[src/rtl/fetch_unit.sv]
// Instruction-fetch stage for the 5-stage RV32I pipeline.
// Owns the PC, keeps at most one word fetch outstanding to instruction
// memory, and hands instruction/address/valid to the IF/ID register.
// Hazard stalls freeze the delivered instruction. EX redirects flush
// everything younger than the branch, including responses still in flight.
module fetch_unit #(
  parameter logic [31:0] RESET_PC = 32'h0000_0000,
  parameter logic [31:0] NOP_INSN = 32'h0000_0013
) (
  input  logic        clk,
  input  logic        reset,
  input  logic        stall,
  input  logic        redirect_valid,
  input  logic [31:0] redirect_target,
  output logic        imem_req_valid,
  output logic [31:0] imem_req_addr,
  input  logic        imem_req_ready,
  input  logic        imem_resp_valid,
  input  logic [31:0] imem_resp_data,
  output logic [31:0] instruction,
  output logic [31:0] instr_address,
  output logic        fetch_valid,
  output logic        flush_out
);

  // REQ : request presented on the memory port
  // WAIT: request accepted, response pending
  // HOLD: response captured during a stall, waiting to be delivered
  // DROP: response pending but it belongs to a flushed path
  typedef enum logic [1:0] {
    S_REQ  = 2'd0,
    S_WAIT = 2'd1,
    S_HOLD = 2'd2,
    S_DROP = 2'd3
  } state_t;

  state_t      state_q, state_d;
  logic [31:0] pc_q, pc_d;
  logic [31:0] hold_q, hold_d;
  logic [31:0] instr_q, instr_d;
  logic [31:0] addr_q, addr_d;
  logic        valid_q, valid_d;

  logic        accept_s;
  logic        deliver_s;
  logic [31:0] deliver_data_s;
  logic [31:0] target_s;

  // The request is never shown while reset is high, so a request cannot
  // be accepted during reset.
  assign imem_req_valid = (state_q == S_REQ) && !reset;
  assign imem_req_addr  = pc_q;
  assign accept_s       = imem_req_valid && imem_req_ready;
  assign target_s       = redirect_target & 32'hFFFF_FFFC;
  assign flush_out      = redirect_valid;

  assign instruction    = instr_q;
  assign instr_address  = addr_q;
  assign fetch_valid    = valid_q;

  // Next-state, PC and IF/ID output-register logic; redirect beats everything.
  always_comb begin
    state_d        = state_q;
    pc_d           = pc_q;
    hold_d         = hold_q;
    instr_d        = instr_q;
    addr_d         = addr_q;
    valid_d        = valid_q;
    deliver_s      = 1'b0;
    deliver_data_s = imem_resp_data;

    case (state_q)
      S_REQ: begin
        if (redirect_valid) begin
          // An accepted request is already on its way, so its response must be discarded.
          state_d = accept_s ? S_DROP : S_REQ;
        end else if (accept_s) begin
          state_d = S_WAIT;
        end else begin
          state_d = S_REQ;
        end
      end
      S_WAIT: begin
        if (redirect_valid) begin
          state_d = imem_resp_valid ? S_REQ : S_DROP;
        end else if (imem_resp_valid) begin
          if (stall) begin
            hold_d  = imem_resp_data;
            state_d = S_HOLD;
          end else begin
            deliver_s      = 1'b1;
            deliver_data_s = imem_resp_data;
            state_d        = S_REQ;
          end
        end else begin
          state_d = S_WAIT;
        end
      end
      S_HOLD: begin
        if (redirect_valid) begin
          state_d = S_REQ;
        end else if (!stall) begin
          deliver_s      = 1'b1;
          deliver_data_s = hold_q;
          state_d        = S_REQ;
        end else begin
          state_d = S_HOLD;
        end
      end
      S_DROP: begin
        if (imem_resp_valid) begin
          state_d = S_REQ;
        end else begin
          state_d = S_DROP;
        end
      end
      default: begin
        state_d = S_REQ;
      end
    endcase

    // The PC moves only on a redirect or after its instruction is delivered.
    if (redirect_valid) begin
      pc_d = target_s;
    end else if (deliver_s) begin
      pc_d = pc_q + 32'd4;
    end else begin
      pc_d = pc_q;
    end

    if (redirect_valid) begin
      instr_d = NOP_INSN;
      valid_d = 1'b0;
    end else if (deliver_s) begin
      instr_d = deliver_data_s;
      addr_d  = pc_q;
      valid_d = 1'b1;
    end else if (stall) begin
      instr_d = instr_q;
      valid_d = valid_q;
    end else begin
      instr_d = NOP_INSN;
      valid_d = 1'b0;
    end
  end

  // State and data registers with synchronous active-high reset.
  always_ff @(posedge clk) begin
    if (reset) begin
      state_q <= S_REQ;
      pc_q    <= RESET_PC;
      hold_q  <= NOP_INSN;
      instr_q <= NOP_INSN;
      addr_q  <= 32'h0000_0000;
      valid_q <= 1'b0;
    end else begin
      state_q <= state_d;
      pc_q    <= pc_d;
      hold_q  <= hold_d;
      instr_q <= instr_d;
      addr_q  <= addr_d;
      valid_q <= valid_d;
    end
  end

endmodule

[config.mk]
export PLATFORM = sky130hd
export DESIGN_NAME = fetch_unit
export DESIGN_NICKNAME = d
export VERILOG_FILES = /design/src/rtl/fetch_unit.sv
export SDC_FILE = /design/constraint.sdc
export NUM_CORES = 1
export LEC_CHECK = 0
export CAP_MARGIN = 15
export CORE_MARGIN = 1.5
export CORE_UTILIZATION = 25
export DETAILED_ROUTE_END_ITERATION = 8
export HOLD_SLACK_MARGIN = 0.12
export PLACE_DENSITY = 0.48
export REMOVE_ABC_BUFFERS = 1
export SLEW_MARGIN = 20
export SYNTH_ARGS = -nofsm -noshare
export SYNTH_HDL_FRONTEND = slang
export SYNTH_SLANG_ARGS = --single-unit
export TNS_END_PERCENT = 10
[constraint.sdc]
create_clock -name clk -period 2.4 [get_ports clk]
set_input_delay 0.72 -clock clk [delete_from_list [all_inputs] [get_ports clk]]
set_output_delay 0.72 -clock clk [all_outputs]
set_load 0.1 [all_outputs]
==> summary.txt <==
Finish
  – Final Core Density: 37.2%
  – Layout area overhead: 46.8%
  – Area of the multi-input gates: between 0.002 and 0.003 sq mm
  – Share of cells above drive strength 1: 21.2%
  – Cell area after layout: about 0.0084 sq mm
  – Seq. cell area: approximately 0.0025 sq mm
  – Fin nets: ~1000
  – Layout fillers: between 2000 and 2500

Yosys
  – Compound-Gate Fraction of Synth Area: 19.7%
  – Synthesized netlist cell count: 740
  – Dominant cell by count in the synthesized netlist: nand2_1
  – Sequential share of the synthesized area: roughly 44%
  – Synth Area in Adders: about 1.3%
  – Synth Area in XOR/XNOR: less than 1%
  – Mux cell area share after synthesis: 0.394%
  – Ys async rst share: 0%
  – Primary flip-flop cell chosen by synthesis mapping: dfxtp_1
  – Cell Area, Synth: 0.00572 sq mm
  – Post-synthesis simple-gate area fraction: roughly 28%
  – Synth top area share: between 40% and 50%
  – Avg Inst Size Synth: slightly below 8 sq um
  – Yosys Warn Count: 0
  – Cell variety after synth: 60
  – Yosys reg bits: 127
  – Top post-synthesis cells by area: dfxtp_1 (44%), a21oi_1 (12%), nand2_1 (10%)
  – Post-synth top cells: nand2_1 (158), a21oi_1 (136), dfxtp_1 (127), nor2_1 (71), clkbuf_1 (38)
  – Largest family of logic cells by synthesized area: simple AND/OR/NAND/NOR gates
  – EDFF count, synth: 0
  – Synth area leader: dfxtp_1

Global route
  – GR peak layer: met2
  – First-pass GRT wire length: 31.0 mm
  – Met1 Track Usage GR: a little under a quarter
  – Largest net degree at the start of global routing: 70
  – GR Util All Layers: between 15 and 20%
  – Met2 Use GR: between 20% and 30%
  – GRT overflow: 0
  – Vias in the first global route: 5511
  – GRT met3 Usage: under 10%
  – Initial antenna violation count: 1

Clocking
  – Cts hold-fix bufs: 0
  – Deepest clock path buffer count: 2
  – H-tree levels: 4
  – Post-CTS Setup Bufs: 0
  – CTS Root Cell: clkbuf_16
  – Count of cells resized by post-cts repair: 0
  – CTS Sinks: between 100 and 150
  – CTS tree: built
  – Clock latency on the worst-skew pair: approximately 0.42 ns
  – Num CTS Buffers: 17
  – CTS clk-pin slew, worst paths: roughly 0.06 ns

Setup path
  – CP peak stage delay: 0.33 ns
  – Worst setup startpoint: state_q[1]$_SDFF_PP0_
  – Reg2reg end: imem_req_addr[19]$_SDFFE_PP0P_
  – R2R depth: 8
  – Startpoint Class: flip-flop
  – Worst Setup Path Type: flip-flop to primary output
  – R2r setup slk: 0.35 ns
  – R2R Path Start: state_q[1]$_SDFF_PP0_
  – CP Data Required Time: ~1.7 ns
  – Critical path, cell by cell: inv_1 > ha_1 > nor2b_1 > buf_12
  – CP max stage cell: dfxtp_1
  – Cell family with most CP delay: flip-flops
  – Arr. time, crit path: 1.52 ns
  – Buf/Inv on CP: 2
  – CP Max Fanout: 3
  – Worst Setup End Kind: primary output

Routing
  – Initial DRC Count: 317
  – Antenna-violating nets left: 0
  – TritonRoute pass-1 iters: 4
  – Vias: between 5000 and 6000
  – Via density: ~4.7
  – WL/cell: 15.9 microns
  – Routed wire length: roughly 19 mm
  – Remaining routing DRC violations: 0

Hold path
  – Worst Hold End: instr_address[25]$_SDFFE_PP0P_
  – WHS Path Cells: 2
  – Worst hold path type: flip-flop to flip-flop
  – Worst Min Path Start: instr_address[25]$_SDFFE_PP0P_

Floorplan
  – DIE AREA: 0.0238 sq mm
  – Std cell rows: 55
  – Core box area: 0.0226 sq mm
  – Initial core utilization: between 20% and 30%
  – Die Width: ~150 microns
  – I/O pin total: between 150 and 200
  – Die Height: around 150 microns

Timing
  – Layout Skew: ~0.010 ns
  – Hold Fails Final Rpt: 0
  – Fmax: about 0.45 GHz
  – RSZ-0062 raised after global routing: no
  – Crit share post-route: 93.5%
  – Setup violators final: 0
  – Worst Tran Pin Value: about 0.66 ns
  – Max transition margin: a little under three fifths
  – Max Slew Vio Count: 0
  – Final Critical Period: between 2 and 2.5 ns

Status
  – Status: finished, final reports clean

Power and ir drop
  – Worst VDD drop: roughly 0.00035 V
  – Pwr per Cell Area: 692 mW/mm^2
  – Leak: ~3.2 nW

Placed design
  – RePlAce Congestion: about 0.75
  – Cell Area, Placed: between 0.007 and 0.008 sq mm
  – HPWL Detailed: ~13 mm
  – I/O Buffers: 162

Run
  – # Max-Cap Violations: 0
==> layout make-up <==
class | instances | area share [%]
multi-input combinational | 552 | 34.8
sequential | 127 | 30.3
timing repair buffer | 209 | 22.8
clock buffer | 19 | 5.27
tap | 285 | 4.25
clock inverter | 13 | 2.23
inverter | 8 | 0.358
antenna | 1 | 0.0298
==> layer usage <==
layer	vias up	part of all wire [%]
li1	2908	-
met4	0	1.5
met5	-	0
met1	2633	49
met2	97	46
met3	15	3.2
==> per-stage QoR <==
stage / power (W) / std cells / setup TNS [ns] / setup slack [ns] / hold WS [ns]
2_1_floorplan: 0.00267 / 687 / -33.44 / -0.750 / 0.431
3_3_place_gp: 0.00305 / 1181 / -9.44 / -0.289 / 0.443
3_5_place_dp: 0.00305 / 1181 / -8.56 / -0.253 / 0.447
4_1_cts: 0.00590 / 1213 / 0 / 0.116 / 0.456
5_1_grt: 0.00604 / 1214 / 0 / 0.0374 / 0.473
6_report: 0.00581 / 1214 / 0 / 0.157 / 0.452
==> tightest hold or removal path, stage by stage, from the launching register on <==
cell and delay [ns]:
dfxtp_1 0.31, nand2_1 0.05, a21oi_1 0.05
==> worst max-delay path by stage <==
stage	end	slack, ns	cells after the start
after floorplan	imem_req_addr[10]$_SDFFE_PP0P_	-0.75	7
after global placement	imem_req_addr[19]$_SDFFE_PP0P_	-0.29	7
after detailed placement	imem_req_addr[19]$_SDFFE_PP0P_	-0.25	7
after CTS	imem_req_valid	0.12	4
after global routing	imem_req_addr[19]$_SDFFE_PP0P_	0.04	7
final	imem_req_valid	0.16	4
==> kinds of logic (layout without fill, tap and decap cells) <==
kind of cell               Yosys count  count (layout)
and+or+nand+nor                    338             338
AOI/OAI and AO/OA                  196             196
DFF                                127             127
buffers and inverters               64             249
adders and majority gates            6               6
xor gates and xnor gates             6               6
muxes                                2               2
other                                1               5
==> state kept, by name, indices dropped and copies added (netlist names) <==
name,cells
state_q,2
hold_q,32
instr_address,30
instruction,32
imem_req_addr,30
fetch_valid,1
==> power by group <==
group	switching [W]	internal [W]
combinational	0.000513	0.000294
clock	0.00104	0.00177
sequential	0.0000472	0.00215
total	0.00160	0.00421
==> layout by cell type (no fill, tap or decap), types with 15 or more instances in the layout <==
| cell | synthesis | layout |
|---|---|---|
| a21oi_1 | 136 | 136 |
| a31oi_1 | 16 | 16 |
| buf_12 | 0 | 15 |
| buf_4 | 5 | 128 |
| clkbuf_16 | 0 | 17 |
| clkdlybuf4s50_1 | 0 | 65 |
| dfxtp_1 | 127 | 127 |
| nand2_1 | 158 | 158 |
| nor2_1 | 71 | 71 |
| nor2b_1 | 33 | 32 |
Power figures use the tool's default switching activity.
